==> src/rtl/wide_add_pkg.sv <==
// rtl/wide_add_pkg.sv - shared FSM state type and byte width for wide_add_seq
package wide_add_pkg;

  localparam int BYTE_W = 8;

  typedef enum logic [1:0] {
    IDLE = 2'd0,
    RUN  = 2'd1,
    DONE = 2'd2
  } state_e;

endpackage

==> src/rtl/rca.sv <==
// rtl/rca.sv - 8-bit ripple-carry adder, the only adder in the datapath
module rca (
  input  logic [7:0] A,
  input  logic [7:0] B,
  input  logic       Cin,
  output logic [7:0] S,
  output logic       Co
);

  logic [8:0] c;

  // Chain of full adders, carry rippling from bit 0 upward
  always_comb begin
    c    = '0;
    S    = '0;
    c[0] = Cin;
    for (int i = 0; i < 8; i++) begin
      S[i]   = A[i] ^ B[i] ^ c[i];
      c[i+1] = (A[i] & B[i]) | (c[i] & (A[i] ^ B[i]));
    end
    Co = c[8];
  end

endmodule

==> src/rtl/wide_add_seq.sv <==
// rtl/wide_add_seq.sv - byte-serial wide adder; optional ovf output via WIDE_ADD_SEQ_OVF_EN
module wide_add_seq
  import wide_add_pkg::*;
#(
  parameter int NBYTES = 4,
  parameter int W      = 8 * NBYTES
) (
  input  logic         clk,
  input  logic         rst_n,
  input  logic         in_valid,
  output logic         in_ready,
  input  logic [W-1:0] a,
  input  logic [W-1:0] b,
  input  logic         cin,
  output logic         out_valid,
  input  logic         out_ready,
  output logic [W-1:0] sum,
  output logic         cout,
`ifdef WIDE_ADD_SEQ_OVF_EN
  output logic         ovf,
`endif
  output logic         busy
);

  // One index bit is kept even for a single-byte adder so the counter always exists.
  localparam int IDX_W = (NBYTES > 1) ? $clog2(NBYTES) : 1;
  localparam logic [IDX_W-1:0] LAST_IDX = IDX_W'(NBYTES - 1);

  typedef logic [NBYTES-1:0][BYTE_W-1:0] bytes_t;

  state_e           state_q, state_d;
  bytes_t           a_q, a_d;
  bytes_t           b_q, b_d;
  bytes_t           sum_q, sum_d;
  logic [IDX_W-1:0] idx_q, idx_d;
  logic             carry_q, carry_d;
`ifdef WIDE_ADD_SEQ_OVF_EN
  logic             ovf_q, ovf_d;
`endif

  logic [BYTE_W-1:0] add_a;
  logic [BYTE_W-1:0] add_b;
  logic [BYTE_W-1:0] add_s;
  logic              add_co;

  assign add_a = a_q[idx_q];
  assign add_b = b_q[idx_q];

  rca u_rca (
    .A   (add_a),
    .B   (add_b),
    .Cin (carry_q),
    .S   (add_s),
    .Co  (add_co)
  );

  // Next-state: latch on accept, one byte per RUN cycle, wait for consumer in DONE
  always_comb begin
    state_d = state_q;
    a_d     = a_q;
    b_d     = b_q;
    sum_d   = sum_q;
    idx_d   = idx_q;
    carry_d = carry_q;
`ifdef WIDE_ADD_SEQ_OVF_EN
    ovf_d   = ovf_q;
`endif
    unique case (state_q)
      IDLE: begin
        if (in_valid) begin
          a_d     = a;
          b_d     = b;
          carry_d = cin;
          sum_d   = '0;
          idx_d   = '0;
          state_d = RUN;
`ifdef WIDE_ADD_SEQ_OVF_EN
          ovf_d   = 1'b0;
`endif
        end
      end
      RUN: begin
        sum_d[idx_q] = add_s;
        carry_d      = add_co;
        if (idx_q == LAST_IDX) begin
          // Index parks on the top byte rather than wrapping.
          state_d = DONE;
`ifdef WIDE_ADD_SEQ_OVF_EN
          // Carry into the MSB is recovered from the sum bit: a7 ^ b7 ^ s7.
          ovf_d   = add_a[BYTE_W-1] ^ add_b[BYTE_W-1] ^ add_s[BYTE_W-1] ^ add_co;
`endif
        end else begin
          idx_d = idx_q + 1'b1;
        end
      end
      DONE: begin
        if (out_ready) begin
          state_d = IDLE;
        end
      end
      default: state_d = IDLE;
    endcase
  end

  // State registers with asynchronous clear; reset discards any partial result
  always_ff @(posedge clk or negedge rst_n) begin
    if (!rst_n) begin
      state_q <= IDLE;
      a_q     <= '0;
      b_q     <= '0;
      sum_q   <= '0;
      idx_q   <= '0;
      carry_q <= 1'b0;
`ifdef WIDE_ADD_SEQ_OVF_EN
      ovf_q   <= 1'b0;
`endif
    end else begin
      state_q <= state_d;
      a_q     <= a_d;
      b_q     <= b_d;
      sum_q   <= sum_d;
      idx_q   <= idx_d;
      carry_q <= carry_d;
`ifdef WIDE_ADD_SEQ_OVF_EN
      ovf_q   <= ovf_d;
`endif
    end
  end

  assign in_ready  = (state_q == IDLE);
  assign out_valid = (state_q == DONE);
  assign busy      = (state_q != IDLE);
  assign sum       = sum_q;
  assign cout      = carry_q;
`ifdef WIDE_ADD_SEQ_OVF_EN
  assign ovf       = ovf_q;
`endif

endmodule

==> config.mk <==
export PLATFORM = sky130hd
export DESIGN_NAME = wide_add_seq
export DESIGN_NICKNAME = d
export VERILOG_FILES = /design/src/rtl/wide_add_pkg.sv /design/src/rtl/rca.sv /design/src/rtl/wide_add_seq.sv
export SDC_FILE = /design/constraint.sdc
export NUM_CORES = 1
export LEC_CHECK = 0
export ABC_AREA = 0
export CORE_MARGIN = 2
export CORE_UTILIZATION = 45
export DETAILED_ROUTE_END_ITERATION = 8
export GPL_ROUTABILITY_DRIVEN = 0
export PLACE_DENSITY = 0.75
export SLEW_MARGIN = 20
export SYNTH_ARGS = -nofsm -noshare
export SYNTH_HDL_FRONTEND = slang
export SYNTH_HIERARCHICAL = 1
export SYNTH_SLANG_ARGS = --single-unit
export TNS_END_PERCENT = 50
==> constraint.sdc <==
create_clock -name clk -period 4.3 [get_ports clk]
set_input_delay 0.86 -clock clk [delete_from_list [all_inputs] [get_ports clk]]
set_output_delay 0.86 -clock clk [all_outputs]
set_load 0.01 [all_outputs]
==> flow_summary.json, run 1 <==
{
  "outcome": "finished, final reports clean",
  "worst-setup-path-type": "reg2reg",
  "coreArea_um2": 9730,
  "route.detailed.wl_per_inst_um": 17.7,
  "drv_cap": 0,
  "detail_route.vias_per_cell": 5.21,
  "cts.root.buffer_cell": "clkbuf_8",
  "antenna_found_initial": 0,
  "dr.first_iter.drc_count": 92,
  "setup_violating_endpoint_count_in_the_final_report": 0,
  "pwr_density_cell_nw_per_um2": 821,
  "grt_setup_unrepaired": "yes",
  "post-synth-top-area-cell": "dfrtp_1",
  "slew_viol_final": 0,
  "timing.critical_path.max_delay_family": "adder cells",
  "cts_num_sinks": 101,
  "grt_pass1_wl_mm": 15.4,
  "buffer_ports.inserted": 104,
  "slowest_cell_on_the_critical_path": "mux4_2",
  "arrival_ns": 4.52,
  "synthTopCellsByCount": "dfrtp_1 (101), mux2_2 (35), a22o_1 (31)",
  "critPathMostFrequentCell": "fa_2",
  "synth_area_leaders": "dfrtp_1 (56%), mux2_2 (8.8%), mux4_2 (8.0%), mux2_1 (7.5%), a22o_1 (6.0%)",
  "ir_worst_vdd_uv": 359,
  "timing.clock.skew_ns": 0.0114,
  "synthCells": 292,
  "dp.final_hpwl_mm": 7.12,
  "clock_input_transition_at_the_sequential_cells_of_the_worst_setup_and_hold_paths_ns": 0.09,
  "tightest_slew_ns": 0.901,
  "most_frequent_cell_after_synthesis": "dfrtp_1",
  "nets": 479,
  "standard_cell_row_count": 36,
  "postRouteAntennaNets": 0,
  "die_width_um": 104,
  "io_pins": 105,
  "post-synth-top-area-fraction_pct": 56.3,
  "critPathRequiredTime_ns": 4.59,
  "totalWireLength_mm": 9.43,
  "dr_total_vias": 2784,
  "globalRouteOverflowTotal": 0,
  "worstPathCellList": "mux4_2 > fa_2 > inv_2 > fa_2 > inv_2 > fa_2 > fa_2 > fa_2 > fa_2 > fa_2 > inv_2 > fa_1 > inv_2 > nand2_1 > mux2i_1",
  "max-slew-margin-rel_pct": 39.9,
  "cp.buffers_inverters": 4,
  "die_height_um": 104,
  "synth_enable_flop_cells": 0,
  "fin_crit_sh_pct": 98.5,
  "worst_setup_path_start_kind": "flip-flop",
  "postSynthAreaPerCell_um2": 15.4,
  "initial_utilization_pct": 46.2,
  "grt_pass1_vias": 2961,
  "synth_warnings": 6,
  "synth.yosys.seq_area_share_pct": 56.3,
  "ys_async_sr_fraction_pct": 100,
  "total_of_flip_flops_plus_latches_after_synthesis": 101,
  "insertion_delay_ns": 0.36,
  "grt_usage_pct": 18.2,
  "maximum_number_of_pins_on_one_net_before_global_route_repair": 75,
  "maxClockFrequency_ghz": 0.236,
  "drc_errors": 0,
  "synthFlopType": "dfrtp_1",
  "die-area_um2": 10800,
  "critPathCaptureType": "flip-flop",
  "hold_class": "reg2reg",
  "clk_path_buf_depth": 2,
  "synth_nets": 374,
  "static-leakage-power_nw": 2.47,
  "htreeDepth": 3,
  "cp_max_fo": 4,
  "final_core_utilization_pct": 60.5,
  "final_hold_viol_count": 0,
  "antenna_cells_inserted": 0,
  "min_period_ns": 4.23,
  "synth.lib_cells_used.distinct": 24,
  "share_of_final_layout_standard_cells_stronger_than_drive_strength_1_pct": 22.7,
  "first_pass_iteration_count_of_the_detailed_router": 4,
  "cts_tree": "built",
  "crit_path_max_incr_delay_ns": 0.54,
  "number_of_buffers_created_by_cts": 9,
  "syn_area_um2": 4490,
  "syn_to_final_growth_pct": 31.0,
  "finalPower_w": 0.00483
}
## flip-flops by register name, summed over array words and instances, names as in the netlist
signal   count
cout         1
a_q         32
b_q         32
idx_q        2
state_q      2
sum         32
## layout by cell type, fill, tap and decap left out, drive strengths merged, types with 2 or more instances in the layout
cell type	count
a21oi	3
a22o	31
and3b	5
buf	7
clkbuf	9
clkdlybuf4s50	103
clkinv	4
dfrtp	101
fa	8
ha	5
inv	17
mux2	65
mux2i	4
mux4	16
nand2	6
nand2b	3
nor2	5
nor3b	2
o21ai	2
## final cells by class
| type | count | area [um^2] |
|---|---|---|
| sequential | 101 | 2530 |
| inverter | 17 | 63.8 |
| timing repair buffer | 110 | 1100 |
| multi-input combinational | 158 | 1840 |
| tap | 133 | 166 |
| clock buffer | 9 | 124 |
| clock inverter | 6 | 65.1 |
| fill | 792 | 3840 |
## what timing repair did
item | CTS | global route
gates resized for setup | 2 | 5
setup buffers | 0 | 0
setup endpoints to repair | 1 | 4
hold buffers | 0 | 0
hold endpoints to repair | 0 | 0
pin swaps | 0 | 4
## metal layers
layer / GRT usage, % / share of wire, %
met4: 5.60 / 1.8
met1: 25.5 / 46
met3: 4.20 / 5.6
met2: 28.7 / 47
met5: 0 / 0
## cell families after synthesis
group                      count (synthesis)  share of synthesized area (%)
buffers and inverters                     33                           3.37
adders and majority gates                 13                           4.96
and+or+nand+nor                           22                           3.18
AOI/OAI and AO/OA                         38                           7.02
muxes                                     85                           25.2
DFF                                      101                           56.3
## metrics by stage
step                hold slack (ns)  setup TNS [ns]  area, um^2  std cells  setup WS (ns)
floorplan                     0.452         -0.0472        4520        292        -0.0472
global placement              0.463               0        5690        519          0.106
detailed placement            0.471               0        5690        519         0.0175
CTS                           0.494               0        5880        534         0.0427
global route                  0.513         -0.0935        5880        534        -0.0630
finish                        0.489               0        5880        534         0.0663
## report_power, final
group	internal, W	switching [W]	leakage, nW
Sequential	0.00140	0.000268	1.24
Combinational	0.00138	0.00121	1.14
Clock	0.000266	0.000317	0.0950
Total	0.00304	0.00179	2.47
## worst reg2reg max path, delay by kind of cell (launching register included)
family | cells | cell delay, ns
DFF | 1 | 0.43
buffers and inverters | 4 | 0.25
adders and majority gates | 8 | 2.80
muxes | 2 | 0.66
and+or+nand+nor | 1 | 0.05
## final timing paths
| check | end | slack (ns) | cells after the start | startpoint |
|---|---|---|---|---|
| hold reg to reg | a_q[12] | 0.49 | 1 | a_q[12] |
| setup / recovery | sum[31] | 0.07 | 15 | idx_q[0] |
| hold / removal | a_q[12] | 0.49 | 1 | a_q[12] |
| setup reg to reg | sum[31] | 0.07 | 15 | idx_q[0] |
| max in group asynchronous | b_q[25] | 2.76 | 2 | rst_n |
| min in group asynchronous | sum[2] | 0.63 | 1 | rst_n |
Note: power is estimated with default switching activity, not from simulation.
==> run 2: changes to the inputs <==
==> constraint.sdc (replaced) <==
create_clock -name clk -period 4.3 [get_ports clk]
set_input_delay 0.645 -clock clk [delete_from_list [all_inputs] [get_ports clk]]
set_output_delay 0.645 -clock clk [all_outputs]
set_load 0.01 [all_outputs]
==> run 2 against run 1 <==
  * Non-clock buffer count unchanged
  * Sequential power about the same
  * Setup slack improved by 0.041 ns
  * Flip-flop and latch count unchanged
  * Sequential share of layout area about the same
  * Hold slack got worse by 0.12 ns
  * Critical endpoint unchanged
  * Combinational power about the same
  * Total power decreased by 0.41%
  * Register-to-register slack improved by 0.04 ns
  * Die area unchanged
==> flow_summary.json, run 2 (same netlist as run 1, synthesis figures left out) <==
{
  "num-fill-cells": 780,
  "htreeDepth": 3,
  "dr_total_vias": 2793,
  "cell_internal_pwr_w": 0.00299,
  "slew_viol_final": 0,
  "ir_worst_vdd_uv": 483,
  "hold_class": "in2async",
  "first_pass_iteration_count_of_the_detailed_router": 4,
  "min_period_ns": 4.19,
  "share_of_final_layout_standard_cells_stronger_than_drive_strength_1_pct": 22.1,
  "detail_route.vias_per_cell": 5.22,
  "critPathCaptureType": "flip-flop",
  "outcome": "finished, final reports clean",
  "pwr_density_cell_nw_per_um2": 817,
  "grt_setup_unrepaired": "yes",
  "cp_max_fo": 4,
  "pwr-share-clk_pct": 12.0,
  "place.detailed.instances": 519,
  "critPathRequiredTime_ns": 4.58,
  "critPathMostFrequentCell": "fa_2",
  "route.detailed.wl_per_inst_um": 17.5,
  "worst_setup_path_start_kind": "flip-flop",
  "maximum_number_of_pins_on_one_net_before_global_route_repair": 67,
  "cp.buffers_inverters": 4,
  "comb_power_share_pct": 53.4,
  "globalRouteOverflowTotal": 0,
  "crit_path_max_incr_delay_ns": 0.54,
  "dp.final_hpwl_mm": 7.08,
  "setup_total_negative_slack_ns": 0,
  "tightest_slew_ns": 0.795,
  "antenna_cells_inserted": 0,
  "arrival_ns": 4.48,
  "slowest_cell_on_the_critical_path": "mux4_2",
  "insertion_delay_ns": 0.36,
  "final_common_cell": "clkdlybuf4s50_1",
  "cts.root.buffer_cell": "clkbuf_8",
  "buffer_ports.inserted": 104,
  "worstPathCellList": "mux4_2 > fa_2 > inv_1 > fa_1 > inv_1 > fa_2 > fa_2 > fa_2 > fa_2 > fa_2 > inv_2 > fa_1 > inv_2 > nand2_1 > mux2i_1",
  "finish.cell_count_without_fillers": 535,
  "die-area_um2": 10800,
  "cts_num_sinks": 101,
  "grt_pass1_wl_mm": 15.6,
  "drv_cap": 0,
  "worst-setup-path-type": "reg2reg",
  "maxClockFrequency_ghz": 0.239,
  "number_of_buffers_created_by_cts": 9,
  "grt_usage_pct": 18.6,
  "placed_cell_area_um2": 5690,
  "drc_errors": 0,
  "die_height_um": 104,
  "setup_violating_endpoint_count_in_the_final_report": 0,
  "io_pins": 105,
  "initial_utilization_pct": 46.2,
  "fin_area_um2": 5880,
  "antenna_found_initial": 0,
  "dr.first_iter.drc_count": 77,
  "grt_pass1_vias": 2915,
  "timing.critical_path.max_delay_family": "adder cells",
  "standard_cell_row_count": 36,
  "die_width_um": 104,
  "static-leakage-power_nw": 2.48,
  "clock_input_transition_at_the_sequential_cells_of_the_worst_setup_and_hold_paths_ns": 0.10,
  "final.hold.worst_slack_ns": 0.369,
  "coreArea_um2": 9730,
  "timing.clock.skew_ns": 0.0144,
  "syn_to_final_growth_pct": 30.9,
  "switching_power_w": 0.00181,
  "nets": 479,
  "final_hold_viol_count": 0,
  "fin_crit_sh_pct": 97.5,
  "totalWireLength_mm": 9.38,
  "clk_path_buf_depth": 2,
  "cts_stage_hold_buffer_count": 0,
  "max-slew-margin-rel_pct": 47.0,
  "power.share.sequential_pct": 34.6,
  "layout.cells.most_common_list": "clkdlybuf4s50_1 (103), dfrtp_1 (100), mux2_2 (35)",
  "postRouteAntennaNets": 0,
  "p_sw_share_pct": 37.7,
  "cts_tree": "built"
}
-- run 2: cell type report --
class	instances	area (um^2)	area share, %
clock buffer	10	138	2.34
clock inverter	6	51.3	0.872
inverter	17	63.8	1.08
multi-input combinational	158	1830	31.2
sequential	101	2530	43.0
tap	133	166	2.83
timing repair buffer	110	1100	18.7
-- run 2: worst paths after layout --
path                            slack (ns)     start  cells after the start        to
worst min-delay path                  0.37     rst_n                      1   sum[25]
min in group clk                      0.49   b_q[20]                      1   b_q[20]
worst min register to register        0.49   b_q[20]                      1   b_q[20]
worst max-delay path                  0.11  idx_q[0]                     15   sum[31]
worst max register to register        0.11  idx_q[0]                     15   sum[31]
max in group asynchronous             2.94     rst_n                      2  idx_q[0]
-- run 2: stage by stage --
stage	util (%)	setup slack, ns	power [W]
floorplan	-	-0.0472	0.00337
global placement	58.4	0.105	0.00416
detailed placement	58.4	0.0360	0.00423
CTS	60.4	0.0275	0.00481
global route	60.5	-0.0193	0.00515
finish	60.5	0.107	0.00481
-- run 2: timing repair --
| item | 4_1_cts | 5_1_grt |
|---|---|---|
| setup buffers | 0 | 0 |
| resized for setup | 2 | 2 |
| endpoints found under the setup margin | 1 | 4 |
| pin swaps | 0 | 1 |
-- run 2: metal layers --
layer / part of all wire, % / global-route usage, %
met5: 0 / 0
met4: 1.3 / 4.25
met3: 6.5 / 5.45
met2: 47 / 29.8
met1: 45 / 25.3
-- run 2: power groups by stage --
stage | logic [W] | clock network, W | registers, W
floorplan | 0.00176 | 0 | 0.00162
global placement | 0.00248 | 0 | 0.00167
detailed placement | 0.00255 | 0 | 0.00169
CTS | 0.00255 | 0.000584 | 0.00167
global route | 0.00279 | 0.000628 | 0.00173
finish | 0.00257 | 0.000575 | 0.00167
